==> config.mk <==
export PLATFORM = sky130hd
export DESIGN_NAME = ps2_host_rx_fifo
export DESIGN_NICKNAME = d
export VERILOG_FILES = /design/src/rtl/ps2_host_rx_fifo.sv
export SDC_FILE = /design/constraint.sdc
export NUM_CORES = 1
export LEC_CHECK = 0
export ABC_AREA = 1
export BUFFER_PORTS_ARGS = -buffer_cell sky130_fd_sc_hd__buf_4
export CORE_MARGIN = 2
export CORE_UTILIZATION = 45
export DETAILED_ROUTE_END_ITERATION = 16
export GPL_ROUTABILITY_DRIVEN = 0
export HOLD_SLACK_MARGIN = 0.06
export PLACE_DENSITY_LB_ADDON = 0.2
export SLEW_MARGIN = 20
export SYNTH_ARGS = -nofsm -noshare
export SYNTH_HDL_FRONTEND = slang
export SYNTH_SLANG_ARGS = --single-unit
==> constraint.sdc <==
create_clock -name clk -period 3.7 [get_ports clk]
set_clock_uncertainty 0.2 [all_clocks]
set_input_delay 0.37 -clock clk [delete_from_list [all_inputs] [get_ports clk]]
set_output_delay 0.37 -clock clk [all_outputs]
set_load 0.02 [all_outputs]
==> src/rtl/ps2_host_rx_fifo.sv <==
`default_nettype none
// ============================================================================
// Module      : ps2_host_rx_fifo
// Description : PS/2 host-side receiver. Synchronises and glitch-filters the
//               pad lines, decodes 11-bit device-to-host frames (odd parity,
//               stop bit, inter-edge timeout) and buffers good bytes in a
//               first-word-fall-through FIFO. Inhibits the device by pulling
//               ps2_clk low while disabled or (optionally) while full.
// Revision    : 1.0 - initial release
// ============================================================================
module ps2_host_rx_fifo #(
    parameter int unsigned DEPTH_LOG2        = 3,
    parameter int unsigned FILTER_LEN        = 4,
    parameter int unsigned TIMEOUT_BITS      = 10,
    parameter int unsigned INHIBIT_WHEN_FULL = 1
) (
    input  logic                  clk,
    input  logic                  rst,
    input  logic                  ps2_clk_i,
    input  logic                  ps2_data_i,
    output logic                  ps2_clk_oe,
    input  logic                  rx_en,
    input  logic                  rd_en,
    output logic [7:0]            rd_data,
    output logic                  rd_valid,
    output logic [DEPTH_LOG2:0]   rd_count,
    output logic                  parity_err,
    output logic                  frame_err,
    output logic                  overflow,
    input  logic                  err_clr
);

    localparam int unsigned         c_DEPTH     = 1 << DEPTH_LOG2;
    localparam logic [DEPTH_LOG2:0] c_FULL      = {1'b1, {DEPTH_LOG2{1'b0}}};
    localparam logic [3:0]          c_FILT_LAST = 4'(FILTER_LEN - 1);

    localparam logic [1:0] S_IDLE   = 2'd0;
    localparam logic [1:0] S_DATA   = 2'd1;
    localparam logic [1:0] S_PARITY = 2'd2;
    localparam logic [1:0] S_STOP   = 2'd3;

    // Input conditioning
    logic [1:0]              sync_clk_q, sync_clk_d;
    logic [1:0]              sync_dat_q, sync_dat_d;
    logic                    filt_clk_q, filt_clk_d;
    logic [3:0]              filt_cnt_q, filt_cnt_d;
    logic                    w_edge;
    logic                    w_din;

    // Frame decoder
    logic [1:0]              state_q, state_d;
    logic [2:0]              bit_cnt_q, bit_cnt_d;
    logic [7:0]              shift_q, shift_d;
    logic                    par_q, par_d;
    logic [TIMEOUT_BITS-1:0] tmo_q, tmo_d;
    logic                    w_push;
    logic                    w_perr;
    logic                    w_ferr;

    // FIFO and status
    logic [7:0]              mem_q [c_DEPTH];
    logic [DEPTH_LOG2-1:0]   wr_ptr_q, wr_ptr_d;
    logic [DEPTH_LOG2-1:0]   rd_ptr_q, rd_ptr_d;
    logic [DEPTH_LOG2:0]     count_q, count_d;
    logic                    overflow_q, overflow_d;
    logic                    perr_q, ferr_q;
    logic                    oe_q, oe_d;
    logic                    w_full;
    logic                    w_pop;
    logic                    w_wr;

    // Two-flop synchronisers and the clock-line glitch filter
    always_comb begin
        sync_clk_d = {sync_clk_q[0], ps2_clk_i};
        sync_dat_d = {sync_dat_q[0], ps2_data_i};
        filt_clk_d = filt_clk_q;
        filt_cnt_d = '0;
        if (sync_clk_q[1] != filt_clk_q) begin
            if (filt_cnt_q == c_FILT_LAST) begin
                filt_clk_d = ~filt_clk_q;
            end else begin
                filt_cnt_d = filt_cnt_q + 4'd1;
            end
        end
    end

    // The edge cycle is the one in which the filtered clock falls
    assign w_edge = filt_clk_q & ~filt_clk_d;
    assign w_din  = sync_dat_q[1];

    // Frame decoder: start, 8 data bits LSB first, parity, stop, timeout
    always_comb begin
        state_d   = state_q;
        bit_cnt_d = bit_cnt_q;
        shift_d   = shift_q;
        par_d     = par_q;
        tmo_d     = tmo_q;
        w_push    = 1'b0;
        w_perr    = 1'b0;
        w_ferr    = 1'b0;
        if (!rx_en) begin
            // Disable silently abandons whatever frame was in flight
            state_d = S_IDLE;
            tmo_d   = '0;
        end else if (state_q == S_IDLE) begin
            if (w_edge && !w_din) begin
                state_d   = S_DATA;
                bit_cnt_d = 3'd0;
                tmo_d     = '0;
            end
        end else if (w_edge) begin
            tmo_d = '0;
            if (state_q == S_DATA) begin
                shift_d   = {w_din, shift_q[7:1]};
                bit_cnt_d = bit_cnt_q + 3'd1;
                if (bit_cnt_q == 3'd7) begin
                    state_d = S_PARITY;
                end
            end else if (state_q == S_PARITY) begin
                par_d   = w_din;
                state_d = S_STOP;
            end else begin
                // Parity failure takes precedence over a bad stop bit
                state_d = S_IDLE;
                if (!(^{shift_q, par_q})) begin
                    w_perr = 1'b1;
                end else if (!w_din) begin
                    w_ferr = 1'b1;
                end else begin
                    w_push = 1'b1;
                end
            end
        end else if (&tmo_q) begin
            w_ferr  = 1'b1;
            state_d = S_IDLE;
            tmo_d   = '0;
        end else begin
            tmo_d = tmo_q + 1'b1;
        end
    end

    // FIFO pointer/count bookkeeping, overflow flag and inhibit request
    always_comb begin
        w_full   = (count_q == c_FULL);
        w_pop    = rd_en & (count_q != '0);
        // A push into a full FIFO still lands if the head leaves this cycle
        w_wr     = w_push & (~w_full | w_pop);
        wr_ptr_d = wr_ptr_q;
        rd_ptr_d = rd_ptr_q;
        count_d  = count_q;
        if (w_wr) begin
            wr_ptr_d = wr_ptr_q + 1'b1;
        end
        if (w_pop) begin
            rd_ptr_d = rd_ptr_q + 1'b1;
        end
        if (w_wr && !w_pop) begin
            count_d = count_q + 1'b1;
        end else if (!w_wr && w_pop) begin
            count_d = count_q - 1'b1;
        end
        overflow_d = err_clr ? 1'b0 : (overflow_q | (w_push & w_full & ~w_pop));
        oe_d       = ~rx_en | ((INHIBIT_WHEN_FULL != 0) & w_full & (state_q == S_IDLE));
    end

    // State registers with synchronous reset
    always_ff @(posedge clk) begin
        if (rst) begin
            sync_clk_q <= 2'b11;
            sync_dat_q <= 2'b11;
            filt_clk_q <= 1'b1;
            filt_cnt_q <= '0;
            state_q    <= S_IDLE;
            bit_cnt_q  <= '0;
            shift_q    <= '0;
            par_q      <= 1'b0;
            tmo_q      <= '0;
            wr_ptr_q   <= '0;
            rd_ptr_q   <= '0;
            count_q    <= '0;
            overflow_q <= 1'b0;
            perr_q     <= 1'b0;
            ferr_q     <= 1'b0;
            oe_q       <= 1'b0;
        end else begin
            sync_clk_q <= sync_clk_d;
            sync_dat_q <= sync_dat_d;
            filt_clk_q <= filt_clk_d;
            filt_cnt_q <= filt_cnt_d;
            state_q    <= state_d;
            bit_cnt_q  <= bit_cnt_d;
            shift_q    <= shift_d;
            par_q      <= par_d;
            tmo_q      <= tmo_d;
            wr_ptr_q   <= wr_ptr_d;
            rd_ptr_q   <= rd_ptr_d;
            count_q    <= count_d;
            overflow_q <= overflow_d;
            perr_q     <= w_perr;
            ferr_q     <= w_ferr;
            oe_q       <= oe_d;
        end
    end

    // Storage array; contents are don't-care until a pointer covers them
    always_ff @(posedge clk) begin
        if (!rst && w_wr) begin
            mem_q[wr_ptr_q] <= shift_q;
        end
    end

    assign rd_valid   = (count_q != '0);
    assign rd_data    = rd_valid ? mem_q[rd_ptr_q] : 8'h00;
    assign rd_count   = count_q;
    assign parity_err = perr_q;
    assign frame_err  = ferr_q;
    assign overflow   = overflow_q;
    assign ps2_clk_oe = oe_q;

endmodule
`default_nettype wire
# Yosys cells after proc, flatten, opt, wreduce, memory -nomap -nowiden
# Memories as Yosys holds them, arrays and structs flattened. A register that Yosys moved wholly into a read port is not among the register bits.
# Cells that the tools add are included.
# word_totals
reg_bits,47
mem_bits_rw,64
input_bits,7
output_inout_bits,17
wordCells,113
memories,1
# classes
addsub,7
eq_ne,8
n_mux,38
bitwise,18
reduce_logical,25
# memory_table
memory,words,word_bits,rd,rd_ports_with_merged_regs,wr,line,text
mem_q,8,8,1,1,1,61,logic [7:0] mem_q [c_DEPTH];
# ops
op,n
$mux 10,4
$mux 1,18
$mux 3,6
$mux 2,7
$add 10x1->10 const B,1
$reduce_and 10->1,1
$add 3x1->3 const B,3
$not 1->1,9
$reduce_xor 9->1,1
$add 4x1->4 const B,2
$mux 4,2
$mux 8,1
$reduce_and 4->1,2
$and 1x1->1,6
$reduce_bool 2->1,3
$reduce_or 3->1,2
$reduce_or 6->1,1
$reduce_and 5->1,1
$eq 4x2->1 const B,1
$eq 4x4->1 const B,1
$logic_and 1x1->1,4
$logic_not 1->1,4
$ne 4x3->1 const B,1
$reduce_bool 4->1,1
other kinds (11),14

# Logic depth before layout (Yosys ltp)
# logic_depth
word_depth,13
depth_mapped,20
mapped_depth_nobuf,20

# Worst setup path after synthesis
# No wires, ideal clock.
# synth_path
kind,register to register
from,register state_q[0]
to,"register count_q[3], in the netlist rd_count[3]"
setup_ps,119
arrival_ps,2402
slack_ps,978
path_stages_with_launch,19
path_buffers,0
synth_period_minus_slack_ps,2722
path_cell_list,dfxtp_1 > inv_1 > ha_1 > nor2_1 > nand3_2 > nor2_2 > nand4_2 > inv_1 > ha_1 > inv_1 > ha_1 > nand2_1 > nand2_1 > a21oi_1 > nor2_1 > nor2_1 > nand2_1 > o21ai_0 > a21oi_1
# synth_between
elab_chain_cells,10
word_cells_on_any_way,14
cone_classes,eq/ne (2); mux (6); bitwise (1); reduce/logical (5)
# synth_rtl
element,line,text
"start, declared",51,"logic [1:0] state_q, state_d;"
"start signal, assigned",190,state_q <= state_d;
$eq 2x2->1,119,end else if (state_q == S_PARITY) begin
$mux 1,119,
$mux 1,113,if (state_q == S_DATA) begin
$mux 1,111,end else if (w_edge) begin
$mux 1 *,105,end else if (state_q == S_IDLE) begin
$mux 1 *,101,if (!rx_en) begin
$and 1x1->1 *,147,w_wr = w_push & (~w_full | w_pop);
$logic_not 1->1,159,end else if (!w_wr && w_pop) begin
$logic_and 1x1->1,159,
$reduce_bool 2->1 (no line),n/a,
"end signal, assigned",197,count_q <= count_d;
"end, declared",64,"logic [DEPTH_LOG2:0] count_q, count_d;"
# Mark *: on every way between the ends. The rest lies on a longest branch, timed or not.
# A chain may end at the register's enable or synchronous reset.

# Final worst setup path
# layout_path
from,register state_q[1]
to,"register count_q[3], in the netlist rd_count[3]"
# The elaborated chain is that of the path after synthesis.

==> results.md <==
Run status:
- The flow ran to the end, and the final reports show no timing, DRC or antenna violations.

Final layout:
- In the final layout, flip-flops and latches occupy about 2900 µm².
- The final layout contains 574 nets.
- The area of combinational cells with multiple inputs is 1730 µm².
- 0 antenna diodes ended up in the layout.
- Fill cells in the final layout number 898.
- The final standard cell area without fillers is 5950 µm².
- The post-route netlist has between 10% and 20% of its cells at a drive strength greater than 1.
- From synthesis to final layout, the design area changed by 22.1%.

GRT:
- The total routing usage reported by global routing is between 10% and 20%.
- Global routing finished with a remaining overflow of 0.
- The number of global-route vias before repair is approximately 3400.
- The wire length of the first global-routing pass is roughly 17 mm.
- The pin count of the biggest net entering global routing is 33.
- The number of antenna violations at the first check in global routing is 0.

Clock tree:
- The number of CTS-inserted buffers is 17.
- The clock passes through at most 2 buffers.
- The number of hold buffers added after CTS was 9.
- The clock edge transition at the registers on the reported setup and hold paths is 0.06 ns.
- Gates resized during post-CTS repair numbered 0.
- The tree is rooted in a clkbuf_8.
- The clock tree from TritonCTS is built.
- At the later pin of the worst-skew pair, clock insertion delay measures 0.51 ns.
- The H-tree was split into 4 levels.
- The tree built by TritonCTS fans out to 114 sinks.
- The number of buffers inserted to repair setup after CTS is 0.

STA:
- The slew at the pin closest to its max-slew limit is 0.914 ns.
- Setup violations remaining at the end of the flow were counted as 0.
- The final clock period utilization by the worst path is 81.5%.
- The final count of hold timing violations came to 0.
- The sum of negative setup slack is 0 ns.
- Setup repair after global routing left no endpoint under its margin.
- The worst pin sits at a relative slew slack of 39.0%.
- After layout, the minimum clock period comes to 3.02 ns.
- The timing-limited maximum frequency is 332 MHz.
- The number of pins with negative max-slew slack in the final report is 0.

Place:
- The post-place instance area is 5240 µm².
- Summed over all nets, the half-perimeter wirelength after detailed placement is 6.24 mm.
- The number of buffers inserted by port buffering is 23.

Synthesis:
- The count of flip-flops with a built-in enable after synthesis is 64.
- Counting instances in the post-synthesis netlist gives the leading cell types as nor2_1 (91), edfxtp_1 (64), o21ai_0 (60).
- In the synthesized netlist, the number of instances is 505.
- For this run, the register share of the synthesized area comes to about three fifths.
- The mean instance size in the synthesized netlist is 9.65 µm².
- After synthesis, the cell types taking the most area are edfxtp_1 (39%), dfxtp_1 (21%), nor2_1 (7.0%), o21ai_0 (6.2%), nand2_1 (4.4%).
- The proportion of netlist area held by the largest area contributor is 39.4%.
- The mapped netlist covers roughly 5000 µm².
- The distinct cell type count after synthesis is 33.
- In the post-synthesis netlist, the cell with the most instances is nor2_1.
- The post-synthesis register bit count is 114.
- The async set-or-reset flop fraction in the synthesized netlist is 0%.
- Yosys printed 0 warnings.
- The number of nets in the synthesized netlist is 526.
- The cell taking the most area after synthesis is edfxtp_1.
- The most common flop cell mapped by yosys is edfxtp_1.

Die:
- The area inside the core boundary is 10400 µm².
- The floorplan die height is 108 µm.
- The horizontal extent of the die is 108 µm.
- The floorplan has 37 rows.
- Once the floorplan was initialized, standard cells occupied 46.8% of the core.
- During I/O placement, the number of pins put on the boundary was 24.
- The floorplan step defined a die boundary enclosing 11700 µm².

Detailed routing:
- For this block, the via count after detailed routing is ~3600.
- After detailed routing, the number of remaining DRC violations is 0.
- The number of detailed-route iterations in the first pass is 4.
- The number of routed nets with antenna violations is 0.
- The average wire per standard cell is around 14 µm.
- The routed via count divided by cell count is 5.17.
- The first routing iteration left roughly 230 violations.
- After detailed routing, the total wire length is 10.2 mm.

Power:
- The analysis attributes to cell leakage a power of 2.24 nW.
- The total power per unit cell area is about 670 nW/µm².
- Across the VDD grid, the largest voltage drop is 0.381 mV.

Worst setup path:
- The worst setup path is launched from a flip-flop.
- Walking the worst path, the cells encountered are inv_1 -> ha_1 -> nor2_1 -> nand3_2 -> nor2_2 -> nand4_2 -> inv_1 -> ha_1 -> inv_1 -> ha_1 -> nand2_1 -> nand2_1 -> a21oi_1 -> nor2_1 -> nor2_1 -> nand2_1 -> o21ai_0 -> a21oi_1.
- For this design, the slowest cell found on the critical path is dfxtp_1.
- Of all nets on the critical path, the largest fanout is 5.
- STA classifies the critical path endpoint as a flip-flop.
- The critical path data required time is 3.90 ns.
- For this run, the slowest stage of the critical path takes 0.36 ns.
- The data arrival at the endpoint of the critical path is 3.22 ns.
- The kind of cell with the highest combined delay on the critical path is simple AND/OR/NAND/NOR gates.
- The class of the most critical setup path is reg2reg.
- The count of buffer and inverter cells on the critical path is 3.

Run:
- Max-cap violations in this run came to 0.

Worst hold path:
- The tightest min-delay check is of the in2reg type.
per-layer routing:
layer  part of all wire (%)  GRT usage [%]  vias up
li1                       -              -     1829
met1                     43           22.4     1702
met2                     50           32.4       89
met3                    5.5           5.24       11
met4                    1.2           6.87        0
met5                      0              0        -
per-stage QoR:
stage | util, % | hold WS (ns) | worst slack, ns | power, mW | instances
after floorplan | - | 0.189 | 0.978 | 1.98 | 505
after CTS | 57.1 | 0.127 | 0.693 | 4.00 | 702
after detailed placement | 50.3 | 0.197 | 0.708 | 2.30 | 661
final | 57.1 | 0.148 | 0.684 | 3.96 | 702
after global routing | 57.1 | 0.175 | 0.321 | 4.15 | 702
after global placement | 50.3 | 0.192 | 0.836 | 2.28 | 661
cell type report:
cell class / count / area share (%)
Sequential cell: 114 / 49.1
Multi-Input combinational cell: 332 / 29.0
Clock buffer: 17 / 6.96
Timing Repair Buffer: 42 / 5.68
Clock inverter: 15 / 3.43
Inverter: 46 / 2.94
Tap cell: 136 / 2.86
report_power, final:
part,internal [mW],switching [mW],total [mW]
clock network,1.10,0.589,1.69
logic,0.314,0.553,0.867
registers,1.37,0.0369,1.40
total,2.78,1.18,3.96
tightest hold or removal path: stages:
cell	delay (ns)
buf_4	0.11
inv_1	0.08
nor2_1	0.11
a21oi_1	0.15
placed cells by master, fill, tap and decap left out, types with 3 or more instances in the layout:
cell type / count
nor2_1: 91
buf_4: 33
nor3_1: 5
nand4_1: 4
clkbuf_16: 16
a31oi_1: 9
clkinv_1: 3
xor2_1: 5
dlygate4sd3_1: 9
inv_6: 4
bufinv_16: 4
nand3_2: 3
or2_2: 6
o22ai_1: 8
nor2_2: 4
a21oi_1: 30
dfxtp_1: 50
nand3_1: 19
ha_1: 13
clkinv_4: 3
edfxtp_1: 64
nand2_1: 57
o21ai_0: 60
inv_1: 44
cell families (layout without fill, tap and decap cells):
family	count (synthesis)	after routing	share of synthesized area [%]
buf+inv	59	120	4.60
fa+ha+maj	14	14	3.75
flops	114	114	60.0
compound gates	113	113	12.6
xor+xnor	7	7	1.26
simple gates	198	198	17.9
state kept, by name, summed over array words and instances, names as in the netlist, 3 cells and up, named ones only:
| register | count |
|---|---|
| filt_cnt_q | 4 |
| rd_ptr_q | 3 |
| rd_count | 4 |
| tmo_q | 10 |
| bit_cnt_q | 3 |
| shift_q | 8 |
| mem_q | 64 |
| wr_ptr_q | 3 |
path summary, 6_finish.rpt:
kind | start | end | slack, ns | depth (start not counted)
min reg2reg | sync_dat_q[0]$_SDFF_PP1_ | sync_dat_q[1]$_SDFF_PP1_ | 0.21 | 1
max | state_q[1]$_SDFFE_PP0P_ | rd_count[3]$_SDFFE_PP0P_ | 0.68 | 18
max reg2reg | state_q[1]$_SDFFE_PP0P_ | rd_count[3]$_SDFFE_PP0P_ | 0.68 | 18
min | rd_en | rd_ptr_q[0]$_SDFFE_PP0P_ | 0.15 | 4
Note: power is estimated with default switching activity, not from simulation.
